--- src/rtl/pll_reset_seq_if.sv ---
// Handshake bundle between the PLL reset sequencer and its surroundings.
// slave is the sequencer side, master drives lock and soft-reset requests.
interface pll_reset_seq_if;
  logic       pll_lock;
  logic       soft_rst_req;
  logic       sys_rst_n;
  logic       bus_rst_n;
  logic       ready;
  logic [7:0] lock_loss_cnt;
  logic       pll_reset;

  modport master (
    output pll_lock,
    output soft_rst_req,
    input  sys_rst_n,
    input  bus_rst_n,
    input  ready,
    input  lock_loss_cnt,
    input  pll_reset
  );

  modport slave (
    input  pll_lock,
    input  soft_rst_req,
    output sys_rst_n,
    output bus_rst_n,
    output ready,
    output lock_loss_cnt,
    output pll_reset
  );
endinterface

--- src/rtl/pll_reset_seq.sv ---
// Reset sequencer after the 108 MHz PLL: synchronizes lock, releases core then bus reset, counts lock losses.
// Reacts SYNC_STAGES+1 edges after pll_lock changes; no backpressure. Optional PLL kick under PLL_WATCHDOG_EN.
module pll_reset_seq #(
  parameter int SYNC_STAGES        = 2,
  parameter int LOCK_STABLE_CYCLES = 1024,
  parameter int STAGE_GAP_CYCLES   = 256,
  parameter int WDOG_CYCLES        = 1048576
) (
  input logic            clk,
  input logic            rst_n,
  pll_reset_seq_if.slave seq
);

  localparam int CMAX_A = (LOCK_STABLE_CYCLES > STAGE_GAP_CYCLES) ? LOCK_STABLE_CYCLES : STAGE_GAP_CYCLES;
  localparam int CMAX   = (CMAX_A > WDOG_CYCLES) ? CMAX_A : WDOG_CYCLES;
  localparam int CW     = $clog2(CMAX + 1);

  localparam logic [CW-1:0] STABLE_LAST = CW'(LOCK_STABLE_CYCLES - 1);
  localparam logic [CW-1:0] GAP_LAST    = CW'(STAGE_GAP_CYCLES - 1);

  localparam logic [1:0] WAIT_LOCK = 2'd0;
  localparam logic [1:0] STABLE    = 2'd1;
  localparam logic [1:0] REL_SYS   = 2'd2;
  localparam logic [1:0] RUN       = 2'd3;

  logic [SYNC_STAGES-1:0] sync;
  logic                   lock_s;
  logic [1:0]             state;
  logic [CW-1:0]          cnt;
  logic                   sys_q;
  logic                   bus_q;
  logic                   ready_q;
  logic [7:0]             loss_q;

  always_ff @(posedge clk or negedge rst_n) begin
    if (!rst_n) begin
      sync <= '0;
    end else begin
      sync <= {sync[SYNC_STAGES-2:0], seq.pll_lock};
    end
  end

  assign lock_s = sync[SYNC_STAGES-1];

  always_ff @(posedge clk or negedge rst_n) begin
    if (!rst_n) begin
      state   <= WAIT_LOCK;
      cnt     <= '0;
      sys_q   <= 1'b0;
      bus_q   <= 1'b0;
      ready_q <= 1'b0;
      loss_q  <= 8'd0;
    end else begin
      case (state)
        WAIT_LOCK: begin
          cnt     <= '0;
          sys_q   <= 1'b0;
          bus_q   <= 1'b0;
          ready_q <= 1'b0;
          if (lock_s) begin
            state <= STABLE;
          end
        end

        // A glitch before release is not a lock loss, just a restart of the hold.
        STABLE: begin
          if (!lock_s) begin
            state <= WAIT_LOCK;
            cnt   <= '0;
          end else if (cnt == STABLE_LAST) begin
            state <= REL_SYS;
            sys_q <= 1'b1;
            cnt   <= '0;
          end else begin
            cnt <= cnt + 1'b1;
          end
        end

        // Lock loss outranks a simultaneous soft request.
        REL_SYS, RUN: begin
          if (!lock_s) begin
            state   <= WAIT_LOCK;
            cnt     <= '0;
            sys_q   <= 1'b0;
            bus_q   <= 1'b0;
            ready_q <= 1'b0;
            if (loss_q != 8'hFF) begin
              loss_q <= loss_q + 8'd1;
            end
          end else if (seq.soft_rst_req) begin
            state   <= STABLE;
            cnt     <= '0;
            sys_q   <= 1'b0;
            bus_q   <= 1'b0;
            ready_q <= 1'b0;
          end else if (state == REL_SYS) begin
            if (cnt == GAP_LAST) begin
              state   <= RUN;
              bus_q   <= 1'b1;
              ready_q <= 1'b1;
              cnt     <= '0;
            end else begin
              cnt <= cnt + 1'b1;
            end
          end
        end

        default: begin
          state   <= WAIT_LOCK;
          cnt     <= '0;
          sys_q   <= 1'b0;
          bus_q   <= 1'b0;
          ready_q <= 1'b0;
        end
      endcase
    end
  end

  assign seq.sys_rst_n     = sys_q;
  assign seq.bus_rst_n     = bus_q;
  assign seq.ready         = ready_q;
  assign seq.lock_loss_cnt = loss_q;

`ifdef PLL_WATCHDOG_EN
  logic [CW-1:0] wd_cnt;
  logic [3:0]    pulse_cnt;
  logic          pll_reset_q;

  // A started pulse always runs its full 16 cycles, even if lock arrives meanwhile.
  always_ff @(posedge clk or negedge rst_n) begin
    if (!rst_n) begin
      wd_cnt      <= '0;
      pulse_cnt   <= 4'd0;
      pll_reset_q <= 1'b0;
    end else if (pll_reset_q) begin
      if (pulse_cnt == 4'd15) begin
        pll_reset_q <= 1'b0;
        pulse_cnt   <= 4'd0;
        wd_cnt      <= '0;
      end else begin
        pulse_cnt <= pulse_cnt + 4'd1;
      end
    end else if (state != WAIT_LOCK) begin
      wd_cnt <= '0;
    end else if (wd_cnt == CW'(WDOG_CYCLES - 1)) begin
      pll_reset_q <= 1'b1;
      pulse_cnt   <= 4'd0;
    end else begin
      wd_cnt <= wd_cnt + 1'b1;
    end
  end

  assign seq.pll_reset = pll_reset_q;
`else
  assign seq.pll_reset = 1'b0;
`endif

endmodule

--- src/flat_wrapper.sv ---
// flat-port wrapper written by rule: the top's interface ports become plain ports
module pll_reset_seq_flat 
#(
  parameter int SYNC_STAGES        = 2,
  parameter int LOCK_STABLE_CYCLES = 1024,
  parameter int STAGE_GAP_CYCLES   = 256,
  parameter int WDOG_CYCLES        = 1048576
)
  (clk, rst_n, seq_pll_lock, seq_soft_rst_req, seq_sys_rst_n, seq_bus_rst_n, seq_ready, seq_lock_loss_cnt, seq_pll_reset);
  pll_reset_seq_if seq_i ();
  input logic clk;
  input logic rst_n;
  input wire logic [$bits(seq_i.pll_lock)-1:0] seq_pll_lock;
  input wire logic [$bits(seq_i.soft_rst_req)-1:0] seq_soft_rst_req;
  output wire logic [$bits(seq_i.sys_rst_n)-1:0] seq_sys_rst_n;
  output wire logic [$bits(seq_i.bus_rst_n)-1:0] seq_bus_rst_n;
  output wire logic [$bits(seq_i.ready)-1:0] seq_ready;
  output wire logic [$bits(seq_i.lock_loss_cnt)-1:0] seq_lock_loss_cnt;
  output wire logic [$bits(seq_i.pll_reset)-1:0] seq_pll_reset;
  assign seq_i.pll_lock = seq_pll_lock;
  assign seq_i.soft_rst_req = seq_soft_rst_req;
  assign seq_sys_rst_n = seq_i.sys_rst_n;
  assign seq_bus_rst_n = seq_i.bus_rst_n;
  assign seq_ready = seq_i.ready;
  assign seq_lock_loss_cnt = seq_i.lock_loss_cnt;
  assign seq_pll_reset = seq_i.pll_reset;
  pll_reset_seq #(.SYNC_STAGES(SYNC_STAGES), .LOCK_STABLE_CYCLES(LOCK_STABLE_CYCLES), .STAGE_GAP_CYCLES(STAGE_GAP_CYCLES), .WDOG_CYCLES(WDOG_CYCLES)) u_core (.clk(clk), .rst_n(rst_n), .seq(seq_i));
endmodule
--- config.mk ---
export PLATFORM = sky130hd
export DESIGN_NAME = pll_reset_seq_flat
export DESIGN_NICKNAME = d
export VERILOG_FILES = /design/src/rtl/pll_reset_seq_if.sv /design/src/rtl/pll_reset_seq.sv /design/src/flat_wrapper.sv
export SDC_FILE = /design/constraint.sdc
export NUM_CORES = 1
export LEC_CHECK = 0
export CAP_MARGIN = 10
export CORE_AREA = 2 2 63 71
export CTS_CLUSTER_DIAMETER = 60
export DETAILED_ROUTE_END_ITERATION = 6
export DIE_AREA = 0 0 65 73
export MAX_ROUTING_LAYER = met4
export PLACE_DENSITY = 0.78
export SLEW_MARGIN = 20
export SYNTH_ARGS = -nofsm -noshare
export SYNTH_HDL_FRONTEND = slang
export SYNTH_SLANG_ARGS = --single-unit
--- constraint.sdc ---
create_clock -name clk -period 3.4 [get_ports clk]
set_input_delay 0.68 -clock clk [delete_from_list [all_inputs] [get_ports clk]]
set_output_delay 0.68 -clock clk [all_outputs]
set_load 0.02 [all_outputs]
==> summary.md, run 1 <==
| Metric | Value |
|---|---|
| Post-route insts no fill | 285 |
| Sw Share | 22.6% |
| Post-synth EDFFs | 0 |
| Mapped Nets | 225 |
| Initial antenna violation count | 0 |
| Reg2reg path depth | 6 |
| Slew @ Worst Pin | 0.908 ns |
| Final net count | 236 |
| CTS tree | yes |
| Status | completed |
| Post-Place Cells | 277 |
| Initial DRC count | 156 |
| Critical path type | in -> reg |
| Synth Instances | 219 |
| Initial Utilization | 47.9% |
| Vias in the first global route | 1,601 |
| Largest net degree at the start of global routing | 36 |
| Setup Slack @ Placement | 0.812 ns |
| Setup_tns | 0 ns |
| Share of layout cells above drive strength 1 | 6.49% |
| Reg clk slew, reported paths | 0.07 ns |
| Area grow syn2layout | 13.8% |
| Data arrival time of the worst path | 2.47 ns |
| Mapped Area | 0.00196 mm2 |
| RD Place Congestion | 0.856 |
| Final setup vio count | 0 |
| Standard-cell rows | 25 |
| First-pass GRT wire length | 7480 um |
| Yosys warnings | 0 |
| Post-DP HPWL | 3030 um |
| Max Root-Sink Buffers | 2 |
| Clock Power Share | 46.0% |
| Clk root buf | clkbuf_8 |
| Routed wire length | 4330 um |
| Leakage | 0.928 nW |
| PwrDens | 372 mW/mm2 |
| Cts bufs inserted | 5 |
| Sequential share of power | 51.1% |
| Final worst setup slack | 1.11 ns |
| Setup repair bufs after CTS | 0 |
| Total Routing Usage GR | 21.0% |
| Psw | 188 uW |
| Synth cell types | 45 |
| DRT Pass-1 Iters | 5 |
| Slew HR | 39.0% |
| Mean Syn Cell Area | 8.96 um2 |
| Avg WL per Cell | 15.2 um |
| Die Ht | 73 um |
| Most used DFF post-synth | dfrtp_1 |
| Final core occ | 54.5% |
| Placed cell area | 0.00212 mm2 |
| Minimum hold slack | 0.361 ns |
| Period Utilization, post-route | 67.4% |
| Gr ovfl total | 0 |
| H-Tree Depth | 2 |
| ANT cells | 0 |
| Port Buffers | 14 |
| Clock sink count | 35 |
| Core area | 0.00410 mm2 |
| # resized after CTS | 0 |
| Combinational share of power | 2.9% |
| Clock Latency Late Sink | 0.30 ns |
| Hold path depth | 0 |
| Die Span X | 65 um |
| Number of synthesized register bits | 35 |
| Final total power | 830 uW |
| # hold bufs at CTS | 0 |
| Cell Int Power | 643 uW |
| Seq/Total Area, Yosys | 44.6% |
| Tmin final | 2.29 ns |
| Antenna violation net count after detailed routing | 0 |
| CP Launch Type | primary input |
| Fin area | 0.00223 mm2 |
| CP Max Fanout | 8 |
| Fmax achieved | 0.437 GHz |
| Final hold violations | 0 |
| Final Slew Violations | 0 |
| Setup crit end kind | flip-flop |
| Ys async rst share | 100% |
| Vias per inst | 5.91 |
| Residual DRC | 0 |
| # IOs | 16 |
| DIE AREA | 0.00475 mm2 |
| Worst Clk Skew | 0.00260 ns |
| Min-delay worst type | reg -> reg |
| RSZ-0062 raised after global routing | false |
| Critical Path RT | 3.58 ns |
| Maxcap violations | 0 |
| DR vias | 1,685 |
| Max IR drop VDD | 184 uV |
[power by group through the flow]
stage	combinational, mW	clock (mW)	sequential, mW
floorplan	0.0145	0	0.429
global placement	0.0244	0	0.432
detailed placement	0.0248	0	0.432
CTS	0.0250	0.388	0.424
global route	0.0279	0.403	0.424
finish	0.0242	0.382	0.424
[layout by cell type, fill, tap and decap left out, types with 2 or more instances in the layout]
master	instances
o221ai_1	4
nor2b_1	3
ha_1	2
o21a_1	3
and4_1	3
nor3_1	9
and3_1	6
dfrtp_1	35
a21oi_1	5
xor2_1	6
nor2_1	16
xnor2_1	4
clkdlybuf4s50_1	13
o2111ai_1	8
o21ai_0	6
nand4_1	8
nor4_1	2
inv_1	7
nand3_1	15
and2_1	2
clkbuf_8	5
o211ai_1	11
nand2_1	33
[cell type report]
cell class,instances,area (um2)
repair buffers,15,143
flip-flops and latches,35,876
well taps,54,67.6
fillers,368,1870
clock buffers,5,68.8
inverters,7,26.3
clock inverters,3,43.8
multi-input cells,166,1010
[Yosys cell counts (all sizes together) (2+ instances only)]
library cell | instances | area [um2]
a21oi | 6 | 33.8
a31oi | 2 | 18.8
and2 | 2 | 12.5
and3 | 6 | 37.5
and4 | 3 | 26.3
buf | 4 | 25.0
clkbuf | 7 | 27.5
dfrtp | 35 | 876
ha | 2 | 25.0
inv | 7 | 26.3
nand2 | 33 | 124
nand3 | 15 | 75.1
nand4 | 9 | 62.6
nor2 | 16 | 60.1
nor2b | 3 | 18.8
nor3 | 9 | 45.0
nor4 | 2 | 12.5
o2111ai | 8 | 70.1
o211ai | 11 | 82.6
o21a | 3 | 22.5
o21ai | 7 | 35.0
o221ai | 4 | 35.0
o311ai | 2 | 17.5
xnor2 | 4 | 35.0
xor2 | 6 | 52.6
[metal layers]
layer	track usage, %	up-vias	share of wire [%]
met4	9.69	0	2.3
li1	-	842	-
met3	4.17	11	2.7
met2	32.5	33	50
met5	-	-	0
met1	26.5	799	45
[critical path, cell delays in order]
cell and delay [ns]:
clkdlybuf4s50_1 0.42, nor2b_1 0.23, nand2_1 0.11, a31oi_1 0.43
nor2_1 0.25, o311ai_0 0.34
[state kept, by name (all words and copies together), names as in the netlist]
| name | flops |
|---|---|
| u_core.sync | 2 |
| u_core.seq.sys_rst_n | 1 |
| u_core.seq.lock_loss_cnt | 8 |
| u_core.state | 2 |
| u_core.cnt | 21 |
| u_core.seq.bus_rst_n | 1 |
[logic make-up (layout without fill, tap and decap cells)]
group,count (synthesis),in the layout,synth area share [%]
XOR/XNOR,10,10,4.46
adder cells (fa/ha/maj),2,2,1.28
AO/OA/AOI/OAI,50,50,19.2
other,1,1,0.191
buffers and inverters,18,30,4.02
multiplexers,1,1,0.574
flip-flops,35,35,44.6
AND/OR/NAND/NOR,102,102,25.6
[path summary, 6_finish.rpt]
| path | start | end | slack (ns) |
|---|---|---|---|
| worst max-delay path | seq_soft_rst_req | u_core.cnt[2]$_DFFE_PN0N_ | 1.11 |
| worst min-delay path | u_core.sync[0]$_DFF_PN0_ | u_core.sync[1]$_DFF_PN0_ | 0.36 |
| worst max register to register | u_core.cnt[0]$_DFFE_PN0N_ | u_core.cnt[20]$_DFFE_PN0N_ | 1.11 |
| worst min register to register | u_core.sync[0]$_DFF_PN0_ | u_core.sync[1]$_DFF_PN0_ | 0.36 |
| max in group asynchronous | rst_n | u_core.sync[1]$_DFF_PN0_ | 2.46 |
| min in group asynchronous | rst_n | u_core.cnt[2]$_DFFE_PN0N_ | 0.45 |
Power figures use the tool's default switching activity.
==> inputs of run 2 (changes only) <==
- PLACE_DENSITY: 0.78 -> 0.8
- clock period: 3.4 -> 2.1 ns (I/O delays scaled with it)
==> run 2 against run 1 <==
Setup slack worse by 1.0 ns; final area up 8.7%; non-clock buffer count up 24; sequential share of layout area down 3.2 points; via count up 6.9%; first-iteration DRC count up 26%; clock power up 61%; clock skew about the same; largest cell class unchanged; critical path depth unchanged; routed wire length up 6.2%; count of clock-buffer cells in the layout unchanged; final cell count up 8.4%.
==> summary.md, run 2 (synthesized netlist as in run 1, its figures left out) <==
| Metric | Value |
|---|---|
| Residual DRC | 0 |
| Worst Clk Skew | 0.00247 ns |
| Flop2flop setup slack | 0.11 ns |
| M1 wire length | 2070 um |
| Final net count | 260 |
| Maxcap violations | 0 |
| Crit path largest cell delay | 0.55 ns |
| Initial Utilization | 47.9% |
| CP Launch Type | flip-flop |
| Reg clk slew, reported paths | 0.07 ns |
| Multi-input logic area | 0.00102 mm2 |
| Post-DP HPWL | 3250 um |
| First-pass GRT wire length | 7810 um |
| Setup crit start | u_core.cnt[0]$_DFFE_PN0N_ |
| Avg WL per Cell | 14.9 um |
| Min-delay worst type | in -> async |
| Vias in the first global route | 1,676 |
| Final setup vio count | 0 |
| CP Max Fanout | 3 |
| CP Cell Sequence | ha_1 -> nand4_2 -> or4_4 -> or3_1 -> o311ai_1 -> o41ai_1 |
| Family with the most delay on the worst path | simple AND/OR/NAND/NOR gates |
| Most frequent cells in the layout | dfrtp_1 (35), nand2_1 (33), buf_4 (25) |
| Port Buffers | 14 |
| Die Span X | 65 um |
| Setup Slack @ Placement | 0.124 ns |
| # hold bufs at CTS | 0 |
| ANT cells | 0 |
| DR vias | 1,802 |
| Critical path type | reg -> reg |
| Max Root-Sink Buffers | 2 |
| Status | completed |
| DIE AREA | 0.00475 mm2 |
| Met3 Wirelength | 216 um |
| Slowest cell on crit path | or4_4 |
| Largest net degree at the start of global routing | 36 |
| Fmax achieved | 0.501 GHz |
| Standard-cell rows | 25 |
| Clock sink count | 35 |
| Routed wire length | 4600 um |
| Slew @ Worst Pin | 0.776 ns |
| PwrDens | 558 mW/mm2 |
| Setup crit end kind | flip-flop |
| Crit Reg-Reg Endpoint | u_core.cnt[20]$_DFFE_PN0N_ |
| DRT Pass-1 Iters | 4 |
| CTS tree | yes |
| # IOs | 16 |
| Max reg flops | 21 |
| Core area | 0.00410 mm2 |
| Leakage | 1.06 nW |
| Setup_tns | 0 ns |
| Seq. cell area | 876 um2 |
| Critical Path RT | 2.27 ns |
| Biggest register | u_core.cnt |
| Die Ht | 73 um |
| Initial antenna violation count | 0 |
| Clk root buf | clkbuf_8 |
| Data arrival time of the worst path | 2.16 ns |
| Share of layout cells above drive strength 1 | 16.5% |
| Period Utilization, post-route | 95.0% |
| Clock Latency Late Sink | 0.29 ns |
| Cts bufs inserted | 5 |
| Crit path to | u_core.cnt[20]$_DFFE_PN0N_ |
| Vias per inst | 5.83 |
| Routed length on met2 | 2230 um |
| Final hold violations | 0 |
| Max IR drop VDD | 404 uV |
| Final Slew Violations | 0 |
| Reg-to-reg startpoint | u_core.cnt[0]$_DFFE_PN0N_ |
| Area grow syn2layout | 23.7% |
| Antenna violation net count after detailed routing | 0 |
| Cell depth of the worst setup path | 6 |
| Initial DRC count | 196 |
| Gr ovfl total | 0 |
| RSZ-0062 raised after global routing | false |
| Top Layer Used | met4 |
| Final worst setup slack | 0.105 ns |
| FILL cells | 347 |
| Tmin final | 1.99 ns |
| H-Tree Depth | 2 |
| Critical path buffers and inverters | 0 |
| Slew HR | 48.3% |
| Reg2reg path depth | 6 |
| Most common cell after layout, fill and taps aside | dfrtp_1 |
| Total Routing Usage GR | 22.3% |
| RD Place Congestion | 0.862 |
==> run 2: cell types whose count changed in the layout (fill, tap and decap cells not counted), sizes merged <==
cell / delta
buf: +24
==> run 2: routing by layer <==
metal  GRT usage, %  up-vias
met2           34.5       41
met4           10.4        0
met5              -        -
met1           28.1      869
met3           4.63       10
li1               -      882
==> run 2: stage by stage <==
step | cell area (um2) | utilization, % | hold WS, ns | power [mW] | std cells
after floorplan | 1960 | - | 0.124 | 0.718 | 219
after global placement | 2290 | 55.9 | 0.333 | 0.749 | 300
after detailed placement | 2290 | 55.9 | 0.347 | 0.750 | 300
after CTS | 2400 | 58.7 | 0.227 | 1.36 | 308
after global routing | 2430 | 59.2 | 0.263 | 1.40 | 309
final | 2430 | 59.2 | 0.194 | 1.35 | 309
==> run 2: final cells by class <==
| cell class | count | share of cell area [%] |
|---|---|---|
| inverter | 7 | 1.08 |
| clock inverter | 3 | 1.80 |
| multi-input combinational | 166 | 42.1 |
| tap | 54 | 2.78 |
| clock buffer | 5 | 2.84 |
| sequential | 35 | 36.1 |
| timing repair buffer | 39 | 13.3 |
==> run 2: power breakdown <==
part	internal [mW]	switching [mW]	total, mW
combinational	0.0177	0.0390	0.0567
sequential	0.678	0.00383	0.682
clock	0.353	0.262	0.615
total	1.05	0.305	1.35
==> run 2: how the worst min path moves through the flow <==
stage,start,endpoint,slack [ns],depth (start not counted)
floorplan,rst_n,u_core.cnt[0]$_DFFE_PN0N_,0.12,0
global placement,u_core.sync[0]$_DFF_PN0_,u_core.sync[1]$_DFF_PN0_,0.33,0
detailed placement,u_core.sync[0]$_DFF_PN0_,u_core.sync[1]$_DFF_PN0_,0.35,0
CTS,rst_n,u_core.cnt[4]$_DFFE_PN0N_,0.23,1
global route,rst_n,u_core.cnt[3]$_DFFE_PN0N_,0.26,1
finish,rst_n,u_core.cnt[4]$_DFFE_PN0N_,0.19,1
==> run 2: repair_timing <==
item | 4_1_cts | 5_1_grt
setup buffers | 0 | 1
setup endpoints to repair | 0 | 7
gates resized for setup | 0 | 4
